[config.mk]
export PLATFORM = sky130hd
export DESIGN_NAME = adc_conversion_ctrl
export DESIGN_NICKNAME = d
export VERILOG_FILES = /design/src/rtl/adc_conversion_ctrl.sv
export SDC_FILE = /design/constraint.sdc
export NUM_CORES = 1
export LEC_CHECK = 0
export ABC_CLOCK_PERIOD_IN_PS = 3450
export BUFFER_PORTS_ARGS = -buffer_cell sky130_fd_sc_hd__clkbuf_2
export CORE_MARGIN = 2
export CORE_UTILIZATION = 40
export CTS_CLUSTER_SIZE = 8
export DETAILED_ROUTE_END_ITERATION = 16
export GPL_TIMING_DRIVEN = 0
export MAX_ROUTING_LAYER = met4
export PLACE_DENSITY = 0.58
export SLEW_MARGIN = 15
export SYNTH_ARGS = -nofsm -noshare
export SYNTH_HDL_FRONTEND = slang
export SYNTH_SLANG_ARGS = --single-unit
[constraint.sdc]
create_clock -name aclk -period 3.45 [get_ports aclk]
set_clock_uncertainty 0.2 [all_clocks]
set_input_delay 0.1725 -clock aclk [delete_from_list [all_inputs] [get_ports aclk]]
set_output_delay 0.1725 -clock aclk [all_outputs]
set_load 0.01 [all_outputs]
[src/rtl/adc_conversion_ctrl.sv]
// ADC conversion sequencer: trigger -> cnv pulse -> wait busy -> serial read -> AXI4-Stream sample.
// Miss/drop/timeout events feed saturating status counters.
module adc_conversion_ctrl #(
  parameter int DATA_WIDTH      = 18,
  parameter int CNV_HIGH_CYCLES = 4,
  parameter int SCK_HALF_CYCLES = 2,
  parameter int BUSY_TIMEOUT    = 255
) (
  input  logic        aclk,
  input  logic        areset,
  input  logic        trigger,
  output logic        cnv,
  input  logic        busy,
  output logic        sck,
  input  logic        sdo,
  output logic [31:0] m_axis_tdata,
  output logic        m_axis_tvalid,
  input  logic        m_axis_tready,
  output logic [15:0] missed_triggers,
  output logic [15:0] dropped_samples,
  output logic [15:0] busy_timeouts
);
  localparam int CW = $clog2(CNV_HIGH_CYCLES + 1);
  localparam int HW = $clog2(SCK_HALF_CYCLES + 1);
  localparam int BW = $clog2(DATA_WIDTH + 1);
  localparam int TW = $clog2(BUSY_TIMEOUT + 1);

  typedef enum logic [2:0] {IDLE, CNV, WAIT_BUSY, READ, DONE} state_t;
  state_t state;

  logic                  busy_s1, busy_s2;
  logic [CW-1:0]         cnv_cnt;
  logic [TW-1:0]         tmo_cnt;
  logic [HW-1:0]         half_cnt;
  logic [BW-1:0]         bit_cnt;
  logic [DATA_WIDTH-1:0] shreg;

  function automatic logic [15:0] sat_inc(input logic [15:0] v);
    return (v == 16'hFFFF) ? v : v + 16'd1;
  endfunction

  always_ff @(posedge aclk) begin
    if (areset) begin
      busy_s1 <= 1'b0;
      busy_s2 <= 1'b0;
    end else begin
      busy_s1 <= busy;
      busy_s2 <= busy_s1;
    end
  end

  always_ff @(posedge aclk) begin
    if (areset) begin
      state           <= IDLE;
      cnv             <= 1'b0;
      sck             <= 1'b0;
      cnv_cnt         <= '0;
      tmo_cnt         <= '0;
      half_cnt        <= '0;
      bit_cnt         <= '0;
      shreg           <= '0;
      m_axis_tdata    <= '0;
      m_axis_tvalid   <= 1'b0;
      missed_triggers <= '0;
      dropped_samples <= '0;
      busy_timeouts   <= '0;
    end else begin
      if (m_axis_tvalid && m_axis_tready)
        m_axis_tvalid <= 1'b0;
      if (trigger && state != IDLE)
        missed_triggers <= sat_inc(missed_triggers);

      case (state)
        IDLE: if (trigger) begin
          state   <= CNV;
          cnv     <= 1'b1;
          cnv_cnt <= CW'(CNV_HIGH_CYCLES - 1);
        end
        CNV: begin
          if (cnv_cnt == '0) begin
            cnv     <= 1'b0;
            tmo_cnt <= '0;
            state   <= WAIT_BUSY;
          end else
            cnv_cnt <= cnv_cnt - 1'b1;
        end
        WAIT_BUSY: begin
          // tmo_cnt != 0 gives the synchronizer a cycle to see the busy rise
          if (tmo_cnt != '0 && !busy_s2) begin
            state    <= READ;
            sck      <= 1'b0;
            half_cnt <= HW'(SCK_HALF_CYCLES - 1);
            bit_cnt  <= BW'(DATA_WIDTH - 1);
            shreg    <= '0;
          end else if (tmo_cnt >= TW'(BUSY_TIMEOUT - 1)) begin
            busy_timeouts <= sat_inc(busy_timeouts);
            state         <= IDLE;
          end else
            tmo_cnt <= tmo_cnt + 1'b1;
        end
        READ: begin
          if (half_cnt != '0)
            half_cnt <= half_cnt - 1'b1;
          else if (!sck) begin
            sck      <= 1'b1;
            shreg    <= DATA_WIDTH'({shreg, sdo});
            half_cnt <= HW'(SCK_HALF_CYCLES - 1);
          end else begin
            sck <= 1'b0;
            if (bit_cnt == '0)
              state <= DONE;
            else begin
              bit_cnt  <= bit_cnt - 1'b1;
              half_cnt <= HW'(SCK_HALF_CYCLES - 1);
            end
          end
        end
        DONE: begin
          // load when the register is empty or draining on this same edge
          if (!m_axis_tvalid || m_axis_tready) begin
            m_axis_tdata  <= 32'(shreg);
            m_axis_tvalid <= 1'b1;
          end else
            dropped_samples <= sat_inc(dropped_samples);
          state <= IDLE;
        end
        default: state <= IDLE;
      endcase
    end
  end
endmodule

Yosys cells after proc, flatten, opt, wreduce, memory -nomap -nowiden
Index checks and enable logic that the tools add are counted.
{ "classes": {"mux": 39, "n_reduce_logical": 27, "n_eq_ne": 20, "bitwise": 5, "n_addsub": 7, "order_cmp": 1} }
{ "ops": {"columns": ["operator", "n"], "rows": [
  ["$mux 18", 3],
  ["$add 16x1->16 const B", 3],
  ["$eq 16x16->1 const B", 3],
  ["$pmux 18 s2", 1],
  ["$mux 3", 9],
  ["$mux 8", 3],
  ["$ne 2x2->1 const B", 11],
  ["$mux 5", 4],
  ["$pmux 8 s2", 1],
  ["$reduce_and 3->1", 5],
  ["$pmux 3 s4", 1],
  ["$reduce_and 4->1", 3],
  ["$pmux 5 s2", 1],
  ["$add 8x1->8 const B", 1],
  ["$ge 8x8->1 const B", 1],
  ["$mux 1", 8],
  ["$mux 2", 4],
  ["$reduce_bool 2->1", 4],
  ["$reduce_bool 8->1", 1],
  ["$eq 3x2->1 const B", 2],
  ["$logic_not 3->1", 2],
  ["$pmux 3 s2", 1],
  ["$reduce_and 6->1", 1],
  ["$logic_not 5->1", 1],
  ["other kinds (16)", 25]
]} }
{ "totals": {"regBits": 110, "in_bits": 6, "out_inout_bits": 83, "wordCells": 114} }

Logic depth before layout (Yosys ltp)
{ "depth": {"depth_word": 5, "depth_mapped": 8, "mapped_depth_nobuf": 8} }

Worst setup path before layout
Ideal clock, no wire load.
{ "synth_path": {"kind": "flip-flop to flip-flop", "start": "register tmo_cnt[0]", "end": "register tmo_cnt[4]", "arrival_ps": 1838, "required_time_ps": 3134, "setup_time_ps": 116, "slack_ps": 1296, "path_stages_with_launch": 8, "path_buffers": 0, "cell_sequence": "dfxtp_1 inv_1 ha_1 o211ai_1 o211ai_1 a211oi_2 a31oi_1 a41o_1"} }
{ "synth_via": {"elab_chain_cells": 4, "word_cells_on_any_way": 10, "classes_between": "add/sub: 1; order compare: 1; eq/ne: 2; mux: 3; reduce/logical: 3"} }
{ "synth_lines": {"columns": ["element", "line_no", "source"], "rows": [
  ["start, declared", "33", "logic [TW-1:0] tmo_cnt;"],
  ["start signal, assigned", "99", "tmo_cnt <= tmo_cnt + 1'b1;"],
  ["$add 8x1->8 / $reduce_bool 8->1 (equally long branches)", "99, 89", null],
  ["$mux 8 / $logic_and 1x1->1 (equally long branches)", "95, 89", null],
  ["$mux 8 / $ne 2x2->1 (equally long branches)", null, null],
  ["$pmux 8 s2 / $reduce_and 4->1 (equally long branches)", null, null]
]} }
Parallel ways exist; a longest one is shown, timed or not. The select of a mux whose other input is x is not followed.
A chain may end at the register's enable or synchronous reset.

Final worst setup path
{ "layout_path": {"start": "register tmo_cnt[0]", "end": "register shreg[17]"} }
{ "layout_via": {"elab_chain_cells": 4} }
{ "layout_lines": {"columns": ["element", "line_no", "source"], "rows": [
  ["$reduce_bool 8->1", "89", "if (tmo_cnt != '0 && !busy_s2) begin"],
  ["$logic_and 1x1->1", "89", null],
  ["$ne 2x2->1 (no line)", null, null],
  ["$reduce_and 4->1 (no line)", null, null],
  ["end signal, assigned", "106", "shreg <= DATA_WIDTH'({shreg, sdo});"],
  ["end, declared", "36", "logic [DATA_WIDTH-1:0] shreg;"]
]} }
Every way passes these cells.

==> impl_metrics.toml <==
[run_status]
run_status = "complete, no violations"

[cts]
clockBufferDepth = 2
cts_tree = "done"
clk_latency_ns = 0.35
postCtsSetupBuffers = 0
clkTransAtPathRegs_ns = 0.07
cts_buffers = 9
htreeDepth = 3
cts_root_buffer = "clkbuf_16"
cts_num_sinks = 110

[synth]
ys_seq_area_share_pct = 42.7
synth_ff_type = "dfxtp_1"
synth_edf_count = 0
synth_cells = 593
synth_warnings = 0
synth_top_area_cell = "dfxtp_1"
ys_async_sr_fraction_pct = 0
synth_top_area_share_pct = 42.7
synth-seq-cells = 110
ys_top_cells_by_area = "dfxtp_1 (43%), nor2_1 (5.4%), nand2_1 (4.5%)"
synthDistinctLibCells = 69
syn_avg_cell_area_um2 = 8.69
syn_area_um2 = 5150

[finish]
final_cell_mix = "dfxtp_1 (110), nor2_1 (74), clkbuf_2 (73), nand2_1 (62), a21oi_1 (46)"
syn2layout_area_growth_pct = 18.8
diodes = 0
final_common_cell = "dfxtp_1"
utilization_pct = 48.5
drive_gt1_share_pct = 19.5
nets = 707

[critical_path]
required_ns = 3.54
rr_worst_depth = 8
worst_setup_path_end_kind = "flop"
r2r_slack_ns = 0.93
critPathLaunchType = "flop"
path_class = "flop to flop"
reg2reg_from = "tmo_cnt[0]"
timing.rr.end = "shreg[17]"
cp.arrival_ns = 2.61
path_max_fanout = 10

[global_routing]
grt_overflow = 0
antenna_found_initial = 0
grt.total_usage_pct = 18.2
grt_max_degree = 19
grt_pass1_vias = 4184
grt_pass1_wl_mm = 20.3

[timing]
tns_ns = 0
tightest_slew_ns = 0.825
setup_violations = 0
fin_crit_sh_pct = 73.2
fmax_ghz = 0.396
slew_violations = 0
slew_headroom_pct = 43.6
hold_viol_final = 0
rsz0062_at_grt = "no"
fin_crit_ns = 2.52

[floorplanning]
die_x_um = 118
num_io_pins = 89
rows = 41
die_area_um2 = 13800
chipHeight_um = 118
coreArea_um2 = 12600
start_util_pct = 40.8

[hold_path]
min_from = "areset"
whs_endpoint = "busy_timeouts[3]"
hold-path-cell-count = 4
hold_class = "primary input to flop"

[drt]
vias_per_cell = 5.20
routedWlPerCell_um = 14.1
drtIter0Drc = 317
firstDrtPassIters = 4
routed_wl_mm = 12.2
final_antenna_net_count = 0
num_vias = 4517
drc = 0

[run]
cap_violations = 0

[place]
place_congestion = 0.878
portBuffers = 73
dpl.hpwl_mm = 8.94

[power_and_ir_drop]
p_leak_nw = 2.28
p_per_area_nw_per_um2 = 472
vdd_ir_drop_max_v = 0.000230
## cell families (layout without fill, tap and decap cells)
kind of cell | Yosys count | after routing | share of synthesized area, %
fa+ha+maj | 9 | 9 | 2.18
flops | 110 | 110 | 42.7
simple gates | 258 | 258 | 27.1
compound gates | 120 | 120 | 15.8
buf+inv | 58 | 149 | 5.68
other cells | 1 | 14 | 0.0727
mux | 6 | 6 | 1.21
xor+xnor | 31 | 31 | 5.27
## layer usage
metal / routed length (µm) / GRT usage (%) / vias up
li1: - / - / 2290
met1: 5910 / 24.1 / 2099
met2: 5510 / 27.9 / 113
met3: 583 / 3.29 / 15
met4: 212 / 7.15 / 0
met5: 0 / - / -
## report_power, final
group          switching, mW  total [mW]  internal, mW
Clock                  0.481        1.12         0.639
Combinational          0.270       0.428         0.158
Sequential            0.0384        1.35          1.31
## worst max-delay path by stage
stage | startpoint | endpoint | slack (ns) | cells past startpoint
after global placement | tmo_cnt[0] | shreg[9] | 0.98 | 8
after global routing | tmo_cnt[0] | shreg[12] | 0.72 | 8
after floorplan | tmo_cnt[0] | tmo_cnt[4] | 1.30 | 7
after CTS | tmo_cnt[0] | shreg[17] | 0.92 | 8
final | tmo_cnt[0] | shreg[17] | 0.93 | 8
after detailed placement | tmo_cnt[0] | shreg[17] | 0.94 | 8
## cell usage after synthesis (4+ instances only)
library cell,count
dfxtp_1,110
nor2b_1,8
and3_1,4
nand2_1,62
xnor2_1,15
nor2_1,74
clkbuf_1,15
buf_2,6
a21oi_1,46
o31ai_1,7
nor3_1,12
o211ai_1,5
and4_1,4
nand3_1,18
a22oi_1,19
ha_1,9
buf_4,16
mux2i_1,4
or3_1,9
o21ai_0,9
nor4_1,6
inv_1,18
a211oi_1,7
nand4_1,18
xor2_1,16
or4_1,9
## registers in the layout (all words and copies together), names as in the netlist
name,count
cnv,1
tmo_cnt,8
cnv_cnt,3
state,3
busy_timeouts,16
busy_s2,1
m_axis_tvalid,1
missed_triggers,16
bit_cnt,5
m_axis_tdata,18
shreg,18
half_cnt,2
dropped_samples,16
sck,1
busy_s1,1
## stage by stage
stage	instances	hold slack, ns	power, mW	instance area (µm²)	setup WS [ns]
after floorplan	606	0.101	1.69	5200	1.30
after global placement	851	0.217	1.79	5780	0.982
after detailed placement	851	0.226	1.80	5780	0.939
after CTS	869	0.0785	2.92	6120	0.923
after global routing	869	0.137	3.02	6120	0.723
final	869	0.0790	2.89	6120	0.926
## timing repair
| action | in CTS | in global routing |
|---|---|---|
| resized for setup | 0 | 0 |
| hold buffers | 2 | 0 |
| hold endpoints to repair | 2 | 0 |
## critical path, cell delays in order (launching register included)
cell and delay [ns]:
dfxtp_1 0.33, inv_1 0.11, ha_1 0.17, nor4b_4 0.37, a211oi_1 0.14, o21ai_1 0.61
buf_2 0.33, a22oi_1 0.09, nor2_1 0.09
## cell type report
| type | count | area (µm²) |
|---|---|---|
| repair buffers | 75 | 385 |
| well taps | 172 | 215 |
| fillers | 1249 | 6490 |
| clock inverters | 7 | 95.1 |
| multi-input cells | 438 | 2710 |
| flip-flops and latches | 110 | 2200 |
| plain buffers | 40 | 225 |
| inverters | 18 | 67.6 |
| clock buffers | 9 | 225 |
Power figures use the tool's default switching activity.
